`src/rtl/uart_pkg.sv`:
```
// Shared definitions for the UART receive path: parity mode codes and
// the receive FSM state encoding.
package uart_pkg;

  localparam int PAR_NONE = 0;
  localparam int PAR_EVEN = 1;
  localparam int PAR_ODD  = 2;

  typedef enum logic [2:0] {
    ST_IDLE,
    ST_START,
    ST_DATA,
    ST_PARITY,
    ST_STOP,
    ST_BREAK
  } rx_state_t;

endpackage

```
`src/rtl/uart_rx_frame_if.sv`:
```
// Output side of the UART receiver: received word, status flags and the
// valid/ready handshake towards the byte consumer.
interface uart_rx_frame_if #(
  parameter int DATA_BITS = 8
);
  logic [DATA_BITS-1:0] rx_data;
  logic                 rx_valid;
  logic                 rx_ready;
  logic                 parity_err;
  logic                 frame_err;
  logic                 overrun;
  logic                 break_det;

  modport master (
    output rx_data, rx_valid, parity_err, frame_err, overrun, break_det,
    input  rx_ready
  );

  modport slave (
    input  rx_data, rx_valid, parity_err, frame_err, overrun, break_det,
    output rx_ready
  );
endinterface

```
`src/rtl/uart_bit_sampler.sv`:
```
// Synchronises the serial line, tracks the in-bit phase and produces a
// majority vote of three mid-bit samples once per bit period.
module uart_bit_sampler #(
  parameter int OVERSAMPLE = 4
) (
  input  logic clk,
  input  logic res_n,
  input  logic rx,
  input  logic idle,
  input  logic run,
  output logic rs,
  output logic vote,
  output logic vote_stb
);

  localparam int PH_W = $clog2(OVERSAMPLE);
  localparam int H    = OVERSAMPLE / 2;
  localparam logic [PH_W-1:0] PH_A    = PH_W'(H - 1);
  localparam logic [PH_W-1:0] PH_B    = PH_W'(H);
  localparam logic [PH_W-1:0] PH_C    = PH_W'(H + 1);
  localparam logic [PH_W-1:0] PH_LAST = PH_W'(OVERSAMPLE - 1);

  logic            sync_p0, sync_p1;
  logic [PH_W-1:0] ph;
  logic            smp_a, smp_b, smp_c;
  logic            smp_c_now;

  function automatic logic maj3(input logic a, input logic b, input logic c);
    return (a & b) | (a & c) | (b & c);
  endfunction

  // stage p0/p1: two-flop synchroniser, idle-high reset value
  always_ff @(posedge clk or negedge res_n) begin
    if (!res_n) begin
      sync_p0 <= 1'b1;
      sync_p1 <= 1'b1;
    end else begin
      sync_p0 <= rx;
      sync_p1 <= sync_p0;
    end
  end

  assign rs = sync_p1;

  // The first low cycle seen in IDLE is phase 0, so the next cycle is phase 1.
  always_ff @(posedge clk or negedge res_n) begin
    if (!res_n) begin
      ph <= '0;
    end else if (run) begin
      ph <= (ph == PH_LAST) ? '0 : ph + 1'b1;
    end else if (idle && !rs) begin
      ph <= PH_W'(1);
    end else begin
      ph <= '0;
    end
  end

  always_ff @(posedge clk or negedge res_n) begin
    if (!res_n) begin
      smp_a <= 1'b1;
      smp_b <= 1'b1;
      smp_c <= 1'b1;
    end else if (run) begin
      if (ph == PH_A) smp_a <= rs;
      if (ph == PH_B) smp_b <= rs;
      if (ph == PH_C) smp_c <= rs;
    end
  end

  // At OVERSAMPLE=4 the third sample point coincides with the vote cycle.
  assign smp_c_now = (ph == PH_C) ? rs : smp_c;
  assign vote      = maj3(smp_a, smp_b, smp_c_now);
  assign vote_stb  = run && (ph == PH_LAST);

endmodule

```
`src/rtl/uart_rx_frame.sv`:
```
// UART receiver: start validation, LSB-first data, optional parity, 1-2
// stop bits, break detection and a one-entry valid/ready holding register.
module uart_rx_frame
  import uart_pkg::*;
#(
  parameter int DATA_BITS  = 8,
  parameter int OVERSAMPLE = 4,
  parameter int PARITY     = 0,
  parameter int STOP_BITS  = 1
) (
  input  logic             clk,
  input  logic             res_n,
  input  logic             rx,
  uart_rx_frame_if.master  bus
);

  localparam int BC_W = $clog2(DATA_BITS + 1);
  localparam int BK_W = $clog2(OVERSAMPLE);
  localparam logic [BC_W-1:0] BC_LAST   = BC_W'(DATA_BITS - 1);
  localparam logic [BK_W-1:0] BK_LAST   = BK_W'(OVERSAMPLE - 1);
  localparam logic            STOP_LAST = (STOP_BITS == 2);
  localparam bit              HAS_PAR   = (PARITY != PAR_NONE);

  rx_state_t            state;
  logic [DATA_BITS-1:0] shreg;
  logic [BC_W-1:0]      bit_cnt;
  logic                 stop_cnt;
  logic [BK_W-1:0]      brk_cnt;
  logic                 par_bit, par_pend, frm_pend;

  logic [DATA_BITS-1:0] data_q;
  logic                 valid_q, perr_q, ferr_q, ovr_q, brk_q;

  logic rs, vote, vote_stb;
  logic idle, run;
  logic deliver, ferr_now, is_break, accept;

  function automatic logic exp_parity(input logic [DATA_BITS-1:0] d);
    case (PARITY)
      PAR_EVEN: return ^d;
      PAR_ODD:  return ~^d;
      default:  return 1'b0;
    endcase
  endfunction

  assign idle = (state == ST_IDLE);
  assign run  = state inside {ST_START, ST_DATA, ST_PARITY, ST_STOP};

  uart_bit_sampler #(
    .OVERSAMPLE(OVERSAMPLE)
  ) u_sampler (
    .clk      (clk),
    .res_n    (res_n),
    .rx       (rx),
    .idle     (idle),
    .run      (run),
    .rs       (rs),
    .vote     (vote),
    .vote_stb (vote_stb)
  );

  assign deliver  = (state == ST_STOP) && vote_stb && (stop_cnt == STOP_LAST);
  assign ferr_now = frm_pend | ~vote;
  assign is_break = ferr_now && (shreg == '0) && (!HAS_PAR || !par_bit);
  assign accept   = valid_q && bus.rx_ready;

  always_ff @(posedge clk or negedge res_n) begin
    if (!res_n) begin
      state    <= ST_IDLE;
      shreg    <= '0;
      bit_cnt  <= '0;
      stop_cnt <= 1'b0;
      brk_cnt  <= '0;
      par_bit  <= 1'b0;
      par_pend <= 1'b0;
      frm_pend <= 1'b0;
      brk_q    <= 1'b0;
    end else begin
      case (state)
        ST_IDLE: begin
          if (!rs) begin
            state    <= ST_START;
            bit_cnt  <= '0;
            stop_cnt <= 1'b0;
            par_bit  <= 1'b0;
            par_pend <= 1'b0;
            frm_pend <= 1'b0;
          end
        end
        ST_START: begin
          if (vote_stb) state <= vote ? ST_IDLE : ST_DATA;
        end
        ST_DATA: begin
          if (vote_stb) begin
            shreg <= {vote, shreg[DATA_BITS-1:1]};
            if (bit_cnt == BC_LAST) begin
              bit_cnt <= '0;
              state   <= HAS_PAR ? ST_PARITY : ST_STOP;
            end else begin
              bit_cnt <= bit_cnt + 1'b1;
            end
          end
        end
        ST_PARITY: begin
          if (vote_stb) begin
            par_bit  <= vote;
            par_pend <= (vote != exp_parity(shreg));
            state    <= ST_STOP;
          end
        end
        ST_STOP: begin
          if (vote_stb) begin
            if (!vote) frm_pend <= 1'b1;
            if (stop_cnt == STOP_LAST) begin
              if (is_break) begin
                state   <= ST_BREAK;
                brk_q   <= 1'b1;
                brk_cnt <= '0;
              end else begin
                state <= ST_IDLE;
              end
            end else begin
              stop_cnt <= stop_cnt + 1'b1;
            end
          end
        end
        ST_BREAK: begin
          // Leave only after a full bit time of continuous idle line.
          if (rs) begin
            if (brk_cnt == BK_LAST) begin
              state   <= ST_IDLE;
              brk_q   <= 1'b0;
              brk_cnt <= '0;
            end else begin
              brk_cnt <= brk_cnt + 1'b1;
            end
          end else begin
            brk_cnt <= '0;
          end
        end
        default: state <= ST_IDLE;
      endcase
    end
  end

  // Holding register: an accept in the delivery cycle frees the slot for the new word.
  always_ff @(posedge clk or negedge res_n) begin
    if (!res_n) begin
      data_q  <= '0;
      valid_q <= 1'b0;
      perr_q  <= 1'b0;
      ferr_q  <= 1'b0;
      ovr_q   <= 1'b0;
    end else begin
      if (accept) begin
        valid_q <= 1'b0;
        ovr_q   <= 1'b0;
      end
      if (deliver) begin
        if (!valid_q || bus.rx_ready) begin
          data_q  <= shreg;
          perr_q  <= par_pend;
          ferr_q  <= ferr_now;
          valid_q <= 1'b1;
        end else begin
          ovr_q <= 1'b1;
        end
      end
    end
  end

  assign bus.rx_data    = data_q;
  assign bus.rx_valid   = valid_q;
  assign bus.parity_err = perr_q;
  assign bus.frame_err  = ferr_q;
  assign bus.overrun    = ovr_q;
  assign bus.break_det  = brk_q;

endmodule

```
`src/flat_wrapper.sv`:
```
// flat-port wrapper written by rule: the top's interface ports become plain ports
module uart_rx_frame_flat import uart_pkg::*;
#(
  parameter int DATA_BITS  = 8,
  parameter int OVERSAMPLE = 4,
  parameter int PARITY     = 0,
  parameter int STOP_BITS  = 1
)
  (clk, res_n, rx, bus_rx_data, bus_rx_valid, bus_parity_err, bus_frame_err, bus_overrun, bus_break_det, bus_rx_ready);
  uart_rx_frame_if #(.DATA_BITS(DATA_BITS)) bus_i ();
  input  logic clk;
  input  logic res_n;
  input  logic rx;
  output wire logic [$bits(bus_i.rx_data)-1:0] bus_rx_data;
  output wire logic [$bits(bus_i.rx_valid)-1:0] bus_rx_valid;
  output wire logic [$bits(bus_i.parity_err)-1:0] bus_parity_err;
  output wire logic [$bits(bus_i.frame_err)-1:0] bus_frame_err;
  output wire logic [$bits(bus_i.overrun)-1:0] bus_overrun;
  output wire logic [$bits(bus_i.break_det)-1:0] bus_break_det;
  input wire logic [$bits(bus_i.rx_ready)-1:0] bus_rx_ready;
  assign bus_rx_data = bus_i.rx_data;
  assign bus_rx_valid = bus_i.rx_valid;
  assign bus_parity_err = bus_i.parity_err;
  assign bus_frame_err = bus_i.frame_err;
  assign bus_overrun = bus_i.overrun;
  assign bus_break_det = bus_i.break_det;
  assign bus_i.rx_ready = bus_rx_ready;
  uart_rx_frame #(.DATA_BITS(DATA_BITS), .OVERSAMPLE(OVERSAMPLE), .PARITY(PARITY), .STOP_BITS(STOP_BITS)) u_core (.clk(clk), .res_n(res_n), .rx(rx), .bus(bus_i));
endmodule
```
`config.mk`:
```
export PLATFORM = sky130hd
export DESIGN_NAME = uart_rx_frame_flat
export DESIGN_NICKNAME = d
export VERILOG_FILES = /design/src/rtl/uart_pkg.sv /design/src/rtl/uart_rx_frame_if.sv /design/src/rtl/uart_bit_sampler.sv /design/src/rtl/uart_rx_frame.sv /design/src/flat_wrapper.sv
export SDC_FILE = /design/constraint.sdc
export NUM_CORES = 1
export LEC_CHECK = 0
export ABC_AREA = 0
export ABC_CLOCK_PERIOD_IN_PS = 2700
export CAP_MARGIN = 10
export CELL_PAD_IN_SITES_DETAIL_PLACEMENT = 1
export CELL_PAD_IN_SITES_GLOBAL_PLACEMENT = 1
export CORE_ASPECT_RATIO = 0.6
export CORE_MARGIN = 10
export CORE_UTILIZATION = 46
export DETAILED_ROUTE_END_ITERATION = 12
export GPL_ROUTABILITY_DRIVEN = 0
export PLACE_DENSITY_LB_ADDON = 0.15
export SYNTH_ARGS = -nofsm -noshare
export SYNTH_HDL_FRONTEND = slang
export SYNTH_SLANG_ARGS = --single-unit
```
`constraint.sdc`:
```
create_clock -name clk -period 2.7 [get_ports clk]
set_input_delay 0.675 -clock clk [delete_from_list [all_inputs] [get_ports clk]]
set_output_delay 0.675 -clock clk [all_outputs]
set_load 0.02 [all_outputs]
```
# ---- Word-level counts from Yosys, hierarchy flattened
# Index checks and enable logic that the tools add are counted.
dict set report word_totals {
  wordCells 129
  register_bits 40
  in_bits 4
}
dict set report classes {
  n_eq_ne 22
  bitwise 8
  reduce_logical 27
  mux 49
  add_sub_neg 4
}
# operator count
set op_table {}
lappend op_table {{$mux 3} 10}
lappend op_table {{$mux 1} 21}
lappend op_table {{$pmux 3 s6} 1}
lappend op_table {{$mux 2} 8}
lappend op_table {{$mux 4} 3}
lappend op_table {{$ne 2x1->1 const B} 6}
lappend op_table {{$ne 2x2->1 const B} 5}
lappend op_table {{$reduce_and 3->1} 3}
lappend op_table {{$reduce_and 9->1} 1}
lappend op_table {{$logic_not 8->1} 1}
lappend op_table {{$pmux 1 s2} 4}
lappend op_table {{$pmux 4 s2} 1}
lappend op_table {{$reduce_and 2->1} 4}
lappend op_table {{$reduce_and 4->1} 2}
lappend op_table {{$reduce_bool 2->1} 4}
lappend op_table {{$eq 2x2->1 const B} 3}
lappend op_table {{$eq 3x2->1 const B} 2}
lappend op_table {{$eq 3x3->1 const B} 2}
lappend op_table {{$logic_and 1x1->1} 6}
lappend op_table {{$reduce_and 6->1} 1}
lappend op_table {{$add 2x1->2 const B} 2}
lappend op_table {{$add 4x1->4 const B} 1}
lappend op_table {{$eq 4x3->1 const B} 1}
lappend op_table {{$pmux 2 s2} 1}
lappend op_table {{other kinds (11)} 17}

# ---- Depth between registers and ports, before layout
dict set report logic_depth {
  ltp_word 12
  mapped_depth 7
  ltp_nobuf 5
}

# ---- Modules after synthesis
# Synthesis repeated with hierarchy kept, for this count alone.
dict set report hier_totals {
  cells_unflattened 154
  area_unflattened_um2 1848.0
}
# module cells_each instances seq_area_each_um2 area_each_um2
set modules_own_cells {}
lappend modules_own_cells {uart_rx_frame 130 1 800.8 1521.5}
lappend modules_own_cells {uart_bit_sampler 24 1 181.4 326.6}

# ---- Least setup slack after synthesis
# Ideal clock, no wire load.
dict set report synth_timing {
  path_type {register to register}
  start {reg u_core.u_sampler.ph[0]}
  end {reg u_core.brk_cnt[1]}
  path_slack_ns 0.829
  stages_incl_launch_ff 6
  arrival_ns 1.740
  synth_period_minus_slack_ns 1.871
  required_time_ns 2.570
  cell_sequence {dfrtp_1 > ha_1 > mux2_1 > maj3_2 > a2111oi_4 > o22ai_1}
}
dict set report synth_via {
  elab_chain_cells 10
  elab_cells_between_ends 13
  classes_between {3 x eq/ne; 1 x mux; 6 x bitwise; 3 x reduce/logical}
}
# element line_no
set synth_rtl {}
lappend synth_rtl {{start, declared} uart_bit_sampler.sv:24} ;# logic [PH_W-1:0] ph;
lappend synth_rtl {{start signal, assigned} uart_bit_sampler.sv:50} ;# ph <= (ph == PH_LAST) ? '0 : ph + 1'b1;
lappend synth_rtl {{$eq 2x2->1 (*)} {uart_bit_sampler.sv:71, uart_bit_sampler.sv:73}}
lappend synth_rtl {{$mux 1} n/a}
lappend synth_rtl {{$and 1x1->1} uart_bit_sampler.sv:29} ;# return (a & b) | (a & c) | (b & c);
lappend synth_rtl {{$or 1x1->1 (2 in a row)} uart_bit_sampler.sv:29}
lappend synth_rtl {{$not 1->1} uart_rx_frame.sv:63} ;# assign ferr_now = frm_pend | ~vote;
lappend synth_rtl {{$or 1x1->1} uart_rx_frame.sv:63}
lappend synth_rtl {{$logic_and 1x1->1} uart_rx_frame.sv:64} ;# assign is_break = ferr_now && (shreg == '0) && (!HAS_PAR || !par_bit);
lappend synth_rtl {{$ne 2x1->1 (no line)} n/a}
lappend synth_rtl {{$reduce_and 4->1 (no line) (*)} n/a}
lappend synth_rtl {{end signal, assigned} uart_rx_frame.sv:135} ;# brk_cnt <= brk_cnt + 1'b1;
lappend synth_rtl {{end, declared} uart_rx_frame.sv:28} ;# logic [BK_W-1:0] brk_cnt;
# Mark *: on every way between the ends. The rest lies on a longest branch, timed or not.
# A chain may end at the register's enable or synchronous reset.

# ---- Worst setup path in the final report
dict set report layout_timing {
  start {reg u_core.u_sampler.ph[0]}
  end {reg u_core.brk_cnt[0]}
}
# The elaborated chain is that of the path after synthesis.

==> key figures <==
Placed design
  • Port bufs: 16
  • Post-DP HPWL: 2960 um
  • Placed insts: 211

Synthesis
  • Seq cells post-synth: 39
  • Post-synth top area cell: dfrtp_1
  • Yosys cell types: 44
  • Main synth FF type: dfrtp_1
  • Synth top area share: 0.450
  • Sequential area share after synthesis: 0.520
  • Number of flops mapped to enable cells by yosys: 0
  • Ys Warns: 0
  • Netlist Area Pre-Place: 0.00189 mm2
  • Top cells by count, synth: dfrtp_1 (34), nand2_1 (14), mux2_1 (13), mux2_4 (8), nor2_1 (8)
  • Mapped Cells: 155
  • Count leader, synth: dfrtp_1
  • Syn Nets: 164
  • Avg Inst Size Synth: 12.2 um2
  • Post-synth ARST share: 1.00
  • Top cells by area, synth: dfrtp_1 (45%), mux2_1 (7.7%), dfstp_2 (6.9%), mux2_4 (6.4%), ha_1 (3.3%)

Final layout
  • N_diodes: 0
  • Filler cells: 392
  • Non-filler cells, final: 219
  • Fraction of layout instances using a drive strength above 1: 0.180
  • Final Util: 0.565
  • Nets: 180
  • P&R area growth vs syn: 13.8%

Min path
  • Hold Path Class: reg2reg

Timing
  • Final min period: 2270 ps
  • Hold_ws: 358 ps
  • Slew Viols, Final: 0
  • Clk_skew: 4.91 ps
  • Final setup TNS: 0 ps
  • Final hold violation count: 0
  • RSZ-0062 raised after global routing: false
  • Slew headroom: 0.435
  • Crit share post-route: 0.841
  • Fmax: 0.440 GHz
  • Final setup viols: 0
  • Worst slew pin tran: 847 ps

Global routing
  • Vias in the first global route: 1301
  • Largest net degree at the start of global routing: 40
  • Total congestion overflow: 0
  • All-Layer GR Usage: 0.120
  • First-pass GRT wire length: 6770 um
  • Initial antenna violation count: 0

Power and ir drop
  • Max rail drop VDD: 0.446 mV
  • Pleak: 0.981 nW
  • Pwr/cell area: 902 mW/mm2

Clock network
  • Clk slew on worst S/H paths: 80 ps
  • Post_cts resized: 0
  • TritonCTS buffer count: 5
  • Post-CTS setup buffers: 0
  • Post-cts hold buffer count: 0
  • Clock tree sinks: 39
  • Longest Clk Path Bufs: 2
  • H-tree levels: 2
  • CTS tree: yes
  • Root Driver: clkbuf_8
  • Worst-Skew Late Latency: 300 ps

Detailed routing
  • WL met2: 1700 um
  • Routed wl met3: 208 um
  • DR iter-0 viols: 60
  • First-pass DRT Iterations: 4
  • DRC: 0
  • Metal-1 WL: 2020 um
  • DRT antenna net count: 0
  • WL/cell: 18.3 um
  • Via/cell ratio: 5.75
  • DR top layer: met4
  • Via count: 1260
  • Final WL: 4000 um

Status
  • Status: finished clean

Worst setup path
  • CP required: 2870 ps
  • Worst EP arrival: 2440 ps
  • Setup crit start kind: flop
  • Crit. End Element: flop
  • Worst Path Max Fanout: 12
  • Critical path class: reg2reg

Floorplan
  • Chip Width: 103 um
  • Die ar.: 0.00716 mm2
  • # IOs: 17
  • Core Box Area: 0.00381 mm2
  • Die Span Y: 69.7 um
  • Initial core utilization: 0.497
  • Rows: 17

Run
  • Max_cap viols: 0
## metrics by stage
| stage | worst slack, ps | instance area (um2) | total power [mW] |
|---|---|---|---|
| 2_1_floorplan | 829 | 1890 | 1.36 |
| 3_3_place_gp | 505 | 2070 | 1.53 |
| 3_5_place_dp | 437 | 2070 | 1.57 |
| 4_1_cts | 411 | 2150 | 1.96 |
| 5_1_grt | 287 | 2150 | 2.09 |
| 6_report | 430 | 2150 | 1.94 |
## cell families after synthesis
family                     synth area share
and+or+nand+nor                       0.118
muxes                                 0.158
DFF                                   0.520
buffers and inverters                0.0344
AOI/OAI and AO/OA                     0.111
xor gates and xnor gates             0.0139
adders and majority gates            0.0450
## layout by cell type (no fill, tap or decap), drive strengths merged, types with 3 or more instances in the layout
cell / n
a21oi: 4
clkbuf: 6
clkdlybuf4s50: 15
dfrtp: 34
dfstp: 5
ha: 5
inv: 7
mux2: 23
nand2: 14
nand3: 3
nor2: 9
o21ai: 9
## critical path, stage by stage (launching register included)
cell and delay (ps):
dfrtp_1 420, ha_1 480, mux2_1 380, maj3_2 350, a2111oi_4 390, o21ai_1 120
## routing by layer
layer	up-vias	GRT usage
met5	-	0
met4	0	0.0457
met3	7	0.0456
met2	22	0.166
met1	643	0.162
li1	588	-
## power breakdown
part           internal [mW]  switching [mW]
combinational          0.305           0.370
clock                  0.180           0.207
sequential             0.721           0.157
## final timing paths
kind	startpoint	end	slack [ps]	cells after the start
setup / recovery	u_core.u_sampler.ph[0]$_DFF_PN0_	u_core.brk_cnt[0]$_DFFE_PN0P_	430	5
hold / removal	u_core.u_sampler.sync_p0$_DFF_PN1_	u_core.u_sampler.rs$_DFF_PN1_	360	0
setup reg to reg	u_core.u_sampler.ph[0]$_DFF_PN0_	u_core.brk_cnt[0]$_DFFE_PN0P_	430	5
hold reg to reg	u_core.u_sampler.sync_p0$_DFF_PN1_	u_core.u_sampler.rs$_DFF_PN1_	360	0
max in group asynchronous	res_n	u_core.brk_cnt[1]$_DFFE_PN0P_	1690	1
min in group asynchronous	res_n	u_core.shreg[0]$_DFFE_PN0P_	480	1
## registers in the layout (all words and copies together) (netlist names), 2 cells and up
register	cells
u_core.bit_cnt	4
u_core.state	3
u_core.shreg	8
u_core.brk_cnt	2
u_core.u_sampler.ph	2
u_core.bus.rx_data	8
## area by class of cell
cell class / instances / area [um2] / share of cell area
Sequential cell: 39 / 982 / 0.457
Tap cell: 47 / 58.8 / 0.0273
Inverter: 7 / 26.3 / 0.0122
Multi-Input combinational cell: 102 / 843 / 0.392
Clock buffer: 6 / 72.6 / 0.0337
Clock inverter: 2 / 12.5 / 0.00582
Timing Repair Buffer: 16 / 155 / 0.0721
(Power assumes the default switching activity.)
